===== src/rtl/sv_alu_gen_pkg.sv =====
`default_nettype none
// ============================================================================
// sv_alu_gen_pkg : state, MOVI encodings, LFSR constants and range mapping
// Rev 1.0
// ============================================================================
package sv_alu_gen_pkg;

  typedef enum logic [1:0] {
    ST_IDLE = 2'd0,
    ST_GEN  = 2'd1,
    ST_WAIT = 2'd2,
    ST_SEND = 2'd3
  } gen_state_e;

  localparam logic [1:0] MOVI_REG = 2'b00;
  localparam logic [1:0] MOVI_MEM = 2'b01;
  localparam logic [1:0] MOVI_IMM = 2'b10;

  localparam int                    LFSR_WIDTH = 32;
  localparam logic [LFSR_WIDTH-1:0] LFSR_POLY  = 32'h8020_0003;

  // Scales the low w bits of r onto [lo, hi]; the span needs one extra bit for a full range.
  function automatic logic [7:0] map_range(input logic [7:0] r, input logic [7:0] lo,
                                           input logic [7:0] hi, input int w);
    logic [7:0]  mask;
    logic [8:0]  span;
    logic [16:0] prod;
    mask = 8'((9'd1 << w) - 9'd1);
    span = {1'b0, hi} - {1'b0, lo} + 9'd1;
    prod = {9'd0, r & mask} * {8'd0, span};
    if (lo > hi) return lo;
    return lo + 8'(prod >> w);
  endfunction

  function automatic logic [1:0] pick_movi(input logic [1:0] raw, input logic [2:0] en);
    logic [1:0] c;
    logic [1:0] o1;
    logic [1:0] o2;
    c  = (raw == 2'd3) ? MOVI_REG : raw;
    o1 = (c == MOVI_IMM) ? MOVI_REG : c + 2'd1;
    o2 = (o1 == MOVI_IMM) ? MOVI_REG : o1 + 2'd1;
    if (en[c])  return c;
    if (en[o1]) return o1;
    if (en[o2]) return o2;
    return MOVI_REG;
  endfunction

endpackage
`default_nettype wire


===== src/rtl/alu_gen_lfsr.sv =====
`default_nettype none
// ============================================================================
// alu_gen_lfsr : 32-bit Galois LFSR with synchronous load and step enable
// Rev 1.0
// ============================================================================
module alu_gen_lfsr
  import sv_alu_gen_pkg::*;
#(
  parameter logic [LFSR_WIDTH-1:0] SEED = 32'h0000_0001
) (
  input  logic                  clk_i,
  input  logic                  rst_ni,
  input  logic                  load_i,
  input  logic                  en_i,
  output logic [LFSR_WIDTH-1:0] state_o
);

  logic [LFSR_WIDTH-1:0] state_q;
  logic [LFSR_WIDTH-1:0] state_d;

  generate
    if (SEED == '0) begin : g_seed_check
      $error("alu_gen_lfsr: SEED must be nonzero");
    end
  endgenerate

  always_comb begin
    state_d = state_q;
    if (load_i) begin
      state_d = SEED;
    end else if (en_i) begin
      state_d = (state_q >> 1) ^ (state_q[0] ? LFSR_POLY : '0);
    end
  end

  always_ff @(posedge clk_i or negedge rst_ni) begin
    if (!rst_ni) begin
      state_q <= SEED;
    end else begin
      state_q <= state_d;
    end
  end

  assign state_o = state_q;

endmodule
`default_nettype wire


===== src/rtl/alu_chromosome_gen.sv =====
`default_nettype none
// ============================================================================
// alu_chromosome_gen : emits TRANS_COUNT pseudo-random ALU transactions from one GA chromosome
// Rev 1.0
// ============================================================================
module alu_chromosome_gen
  import sv_alu_gen_pkg::*;
#(
  parameter int                    DATA_WIDTH = 8,
  parameter logic [LFSR_WIDTH-1:0] SEED       = 32'h0000_0001
) (
  input  logic                  clk_i,
  input  logic                  rst_ni,
  input  logic                  start_i,
  input  logic [15:0]           trans_count_i,
  input  logic [DATA_WIDTH-1:0] a_min_i,
  input  logic [DATA_WIDTH-1:0] a_max_i,
  input  logic [DATA_WIDTH-1:0] b_min_i,
  input  logic [DATA_WIDTH-1:0] b_max_i,
  input  logic [7:0]            delay_min_i,
  input  logic [7:0]            delay_max_i,
  input  logic [2:0]            movi_en_i,
  input  logic                  alu_rdy_i,
  output logic                  act_o,
  output logic [3:0]            op_o,
  output logic [1:0]            movi_o,
  output logic [DATA_WIDTH-1:0] reg_a_o,
  output logic [DATA_WIDTH-1:0] oper_b_o,
  output logic                  busy_o,
  output logic                  done_o
);

  generate
    if (DATA_WIDTH < 1 || DATA_WIDTH > 8) begin : g_width_check
      $error("alu_chromosome_gen: DATA_WIDTH must be 1..8");
    end
  endgenerate

  gen_state_e            state_q;
  logic [15:0]           remain_q;
  logic [7:0]            wait_q;
  logic [DATA_WIDTH-1:0] a_min_q, a_max_q, b_min_q, b_max_q;
  logic [7:0]            dly_min_q, dly_max_q;
  logic [2:0]            movi_en_q;
  logic                  act_q, busy_q, done_q;
  logic [3:0]            op_q;
  logic [1:0]            movi_q;
  logic [DATA_WIDTH-1:0] reg_a_q, oper_b_q;

  logic [LFSR_WIDTH-1:0] lfsr_w;
  logic                  lfsr_load_w;
  logic [DATA_WIDTH-1:0] a_val_w, b_val_w;
  logic [7:0]            dly_w;
  logic [1:0]            movi_w;
  logic                  unused_lfsr_w;

  assign lfsr_load_w = (state_q == ST_IDLE) && start_i;

  alu_gen_lfsr #(
    .SEED(SEED)
  ) u_lfsr (
    .clk_i  (clk_i),
    .rst_ni (rst_ni),
    .load_i (lfsr_load_w),
    .en_i   (busy_q),
    .state_o(lfsr_w)
  );

  // Field extraction from the current LFSR word, consumed only in GEN.
  assign a_val_w       = DATA_WIDTH'(map_range(lfsr_w[7:0], 8'(a_min_q), 8'(a_max_q), DATA_WIDTH));
  assign b_val_w       = DATA_WIDTH'(map_range(lfsr_w[15:8], 8'(b_min_q), 8'(b_max_q), DATA_WIDTH));
  assign dly_w         = map_range(lfsr_w[23:16], dly_min_q, dly_max_q, 8);
  assign movi_w        = pick_movi(lfsr_w[29:28], movi_en_q);
  assign unused_lfsr_w = ^lfsr_w[31:30];

  always_ff @(posedge clk_i or negedge rst_ni) begin
    if (!rst_ni) begin
      state_q   <= ST_IDLE;
      remain_q  <= '0;
      wait_q    <= '0;
      a_min_q   <= '0;
      a_max_q   <= '0;
      b_min_q   <= '0;
      b_max_q   <= '0;
      dly_min_q <= '0;
      dly_max_q <= '0;
      movi_en_q <= '0;
      act_q     <= 1'b0;
      busy_q    <= 1'b0;
      done_q    <= 1'b0;
      op_q      <= '0;
      movi_q    <= MOVI_REG;
      reg_a_q   <= '0;
      oper_b_q  <= '0;
    end else begin
      done_q <= 1'b0;
      case (state_q)
        ST_IDLE: begin
          if (start_i) begin
            a_min_q   <= a_min_i;
            a_max_q   <= a_max_i;
            b_min_q   <= b_min_i;
            b_max_q   <= b_max_i;
            dly_min_q <= delay_min_i;
            dly_max_q <= delay_max_i;
            movi_en_q <= movi_en_i;
            remain_q  <= trans_count_i;
            if (trans_count_i == 16'd0) begin
              done_q <= 1'b1;
            end else begin
              state_q <= ST_GEN;
              busy_q  <= 1'b1;
            end
          end
        end
        ST_GEN: begin
          op_q     <= lfsr_w[27:24];
          movi_q   <= movi_w;
          reg_a_q  <= a_val_w;
          oper_b_q <= b_val_w;
          if (dly_w == 8'd0) begin
            state_q <= ST_SEND;
            act_q   <= 1'b1;
          end else begin
            wait_q  <= dly_w;
            state_q <= ST_WAIT;
          end
        end
        ST_WAIT: begin
          wait_q <= wait_q - 8'd1;
          if (wait_q == 8'd1) begin
            state_q <= ST_SEND;
            act_q   <= 1'b1;
          end
        end
        ST_SEND: begin
          if (alu_rdy_i) begin
            act_q    <= 1'b0;
            remain_q <= remain_q - 16'd1;
            if (remain_q == 16'd1) begin
              state_q <= ST_IDLE;
              busy_q  <= 1'b0;
              done_q  <= 1'b1;
            end else begin
              state_q <= ST_GEN;
            end
          end
        end
        default: state_q <= ST_IDLE;
      endcase
    end
  end

  assign act_o    = act_q;
  assign op_o     = op_q;
  assign movi_o   = movi_q;
  assign reg_a_o  = reg_a_q;
  assign oper_b_o = oper_b_q;
  assign busy_o   = busy_q;
  assign done_o   = done_q;

endmodule
`default_nettype wire


===== config.mk =====
export PLATFORM = sky130hd
export DESIGN_NAME = alu_chromosome_gen
export DESIGN_NICKNAME = d
export VERILOG_FILES = /design/src/rtl/sv_alu_gen_pkg.sv /design/src/rtl/alu_gen_lfsr.sv /design/src/rtl/alu_chromosome_gen.sv
export SDC_FILE = /design/constraint.sdc
export NUM_CORES = 1
export LEC_CHECK = 0
export CAP_MARGIN = 10
export CORE_UTILIZATION = 55
export CTS_BUF_LIST = sky130_fd_sc_hd__clkbuf_16
export CTS_CLUSTER_DIAMETER = 120
export DETAILED_ROUTE_END_ITERATION = 10
export GPL_TIMING_DRIVEN = 0
export PLACE_DENSITY_LB_ADDON = 0.15
export SETUP_SLACK_MARGIN = 0.3
export SYNTH_ARGS = -nofsm -noshare
export SYNTH_HDL_FRONTEND = slang
export SYNTH_HIERARCHICAL = 1
export SYNTH_SLANG_ARGS = --single-unit

===== constraint.sdc =====
create_clock -name clk_i -period 14.85 [get_ports clk_i]
set_input_delay 2.2275 -clock clk_i [delete_from_list [all_inputs] [get_ports clk_i]]
set_output_delay 2.2275 -clock clk_i [all_outputs]
set_load 0.1 [all_outputs]

==> results.ini <==
[final_layout]
post_layout_nonfiller_instances=2102
final_cell_area_um2=16800
fin_nets=2148
drive_gt1_share_pct=3.74
syn2layout_area_growth_pct=13.3
antenna_cells=0
post-route-util_pct=64.0

[critical_path]
critical_path_class=reg2reg
cp.depth=36
required_ns=15.16
rrSetupSlack_ns=5.38
path_max_fanout=8
crit_slowest_cell=xnor2_1
worst-path-buf-inv=6
r2r_cells=36
endpoint_kind=flip-flop
slowest_delay_ns=0.61
start_kind=flip-flop
crit_arrival_ns=9.78
path_delay_family=adder cells

[yosys]
syn_area_per_cell_um2=9.06
yosysWarnings=6
async_flop_share_pct=100
ys_seq_elements=134
synth_top_flop_cell=dfrtp_1
synth_nets=2033
syn_area_um2=14800
synth-edff-count=0
yosysSeqAreaShare_pct=22.6
synthCells=1639
synth_cell_types=67

[routing]
dr.pass1.iters=8
drt_iter0_drc=666
num_vias=11700
drc=5
avgViaCountPerCell=5.56
ant_nets=0
wl_per_cell_um=16.7
wl_mm=35.0

[clock_network]
cts_buffers=17
cts.sinks=134
hold_buffers=0
clk_pin_slew_worst_paths_ns=0.06
cts_max_level=4
cts_root_buf=clkbuf_16
post-cts-setup-buffers=0
clkLatencyLatePin_ns=0.43
cts_tree=done
cts_buffer_depth=2
cts_resized=0

[global_route]
grt_max_degree=99
grt_pass1_vias=12200
grt.total_usage_pct=27.0
grt_remaining_overflow=0
antenna_found_initial=0
grt_pass1_wl_mm=60.1

[die]
die_w_um=166
io_pins=96
die_h_um=166
initial_utilization_pct=56.5
core_area_um2=26300
rows=59
die_area_um2=27700

[pwr]
leakagePower_nw=8.09
powerDensity_nw_per_um2=48.5
power_uw=817
peakVddDrop_v=0.0000905

[place]
place_area_um2=16200
port_buffers=95
place_inst=2070
place_hpwl_mm=27.3
gp_congestion=0.904
pre_cts_slack_ns=5.46

[sta]
fin_crit_ns=9.47
hold_viol_final=0
finalCritPeriodShare_pct=63.8
rsz0062_at_grt=no
worst_slack_ns=5.38
fin_skew_ns=0.00690
hold-worst-slack_ns=0.526
worst_pin_slew_ns=1.03
tns_ns=0
finalSetupViolations=0
finalMaxSlewViolations=0
slew_headroom_pct=31.3
max_freq_mhz=106

[status]
failed_checks=DRC
status=finished, violations left

[job]
cap_violations=0

[worst_hold_path]
min_path_type=reg2reg
whs_path_depth=1

## synth_stat cells (13+ instances only)
cell type / count / area, um2
clkbuf_1: 32 / 120
o21a_1: 19 / 143
a21oi_1: 60 / 300
a21o_1: 17 / 128
xor2_1: 13 / 114
o22ai_1: 15 / 93.8
nor3_1: 21 / 105
nand2_1: 185 / 694
dfrtp_1: 133 / 3330
mux2_2: 13 / 146
nor2_1: 101 / 379
inv_1: 229 / 860
o21ai_0: 91 / 455
and2_1: 83 / 519
nor2b_1: 30 / 188
mux2i_1: 52 / 521
fa_1: 127 / 2540
ha_1: 196 / 2450
xnor2_1: 52 / 455
nand3_1: 17 / 85.1
nand2b_1: 21 / 131
## flip-flops by register name, indices dropped and copies added (netlist names)
signal / flops
busy_o: 1
op_o: 4
remain_q: 16
movi_o: 2
dly_max_q: 8
state_q: 2
wait_q: 8
b_min_q: 8
oper_b_o: 8
a_max_q: 8
reg_a_o: 8
u_lfsr/state_o: 32
dly_min_q: 8
done_o: 1
a_min_q: 8
b_max_q: 8
movi_en_q: 3
act_o: 1
## cells by family (layout without fill, tap and decap cells)
| group | after synthesis | count (layout) | synth area share, % |
|---|---|---|---|
| mux | 67 | 67 | 4.69 |
| buf+inv | 269 | 397 | 7.24 |
| flops | 134 | 134 | 22.6 |
| fa+ha+maj | 324 | 324 | 33.7 |
| compound gates | 274 | 274 | 11.6 |
| simple gates | 506 | 506 | 16.4 |
| xor+xnor | 65 | 65 | 3.84 |
## cell type report
class | count | area [um2]
clock inverter | 15 | 155
tap | 335 | 419
clock buffer | 17 | 425
multi-input combinational | 1236 | 10400
inverter | 231 | 867
buffer | 38 | 208
timing repair buffer | 96 | 980
fill | 2231 | 9460
sequential | 134 | 3350
## worst paths after layout
check	from	to
min in group asynchronous	rst_ni	u_lfsr/state_o[18]$_DFFE_PN0P_
worst min-delay path	dly_max_q[0]$_DFFE_PN0P_	dly_max_q[0]$_DFFE_PN0P_
max in group asynchronous	rst_ni	b_min_q[5]$_DFFE_PN0P_
worst max-delay path	dly_min_q[1]$_DFFE_PN0P_	wait_q[6]$_DFFE_PN0P_
worst min register to register	dly_max_q[0]$_DFFE_PN0P_	dly_max_q[0]$_DFFE_PN0P_
worst max register to register	dly_min_q[1]$_DFFE_PN0P_	wait_q[6]$_DFFE_PN0P_
## where the power goes
group	internal, mW	switching [mW]	total, mW	leakage, nW
Combinational	0.0173	0.0114	0.0287	6.37
Clock	0.248	0.175	0.423	0.290
Sequential	0.365	0	0.365	1.43
## cell usage in the layout, fill, tap and decap left out, types with 4 or more instances in the layout
| master | count |
|---|---|
| o21bai_1 | 6 |
| nand2_1 | 185 |
| a31oi_1 | 7 |
| a21boi_0 | 4 |
| a21oi_1 | 60 |
| nand2b_1 | 21 |
| and2_1 | 83 |
| dfrtp_1 | 133 |
| clkbuf_16 | 17 |
| o41ai_1 | 5 |
| inv_1 | 230 |
| nand4_1 | 6 |
| o31ai_1 | 4 |
| nor3_1 | 21 |
| fa_1 | 127 |
| o211ai_1 | 9 |
| and3_1 | 7 |
| clkinv_4 | 4 |
| o21a_1 | 19 |
| a21o_1 | 17 |
| nand3_1 | 17 |
| o21ai_0 | 91 |
| clkinv_2 | 4 |
| xnor2_1 | 52 |
| mux2_2 | 13 |
| or3_1 | 9 |
| clkdlybuf4s50_1 | 94 |
| o21ai_1 | 5 |
| nor2_1 | 101 |
| mux2i_1 | 52 |
| ha_1 | 196 |
| clkbuf_1 | 32 |
| nor2b_1 | 30 |
| a211oi_1 | 5 |
| xor2_1 | 13 |
| o22ai_1 | 15 |
| nor4_1 | 10 |
## layer usage
metal / up-vias / track usage [%] / share of wire [%]
met4: 0 / 6.56 / 1.5
met5: - / 0.870 / 0
met2: 298 / 45.1 / 48
met3: 43 / 5.29 / 5.8
met1: 5702 / 35.9 / 45
li1: 5643 / - / -
Power figures use the tool's default switching activity.
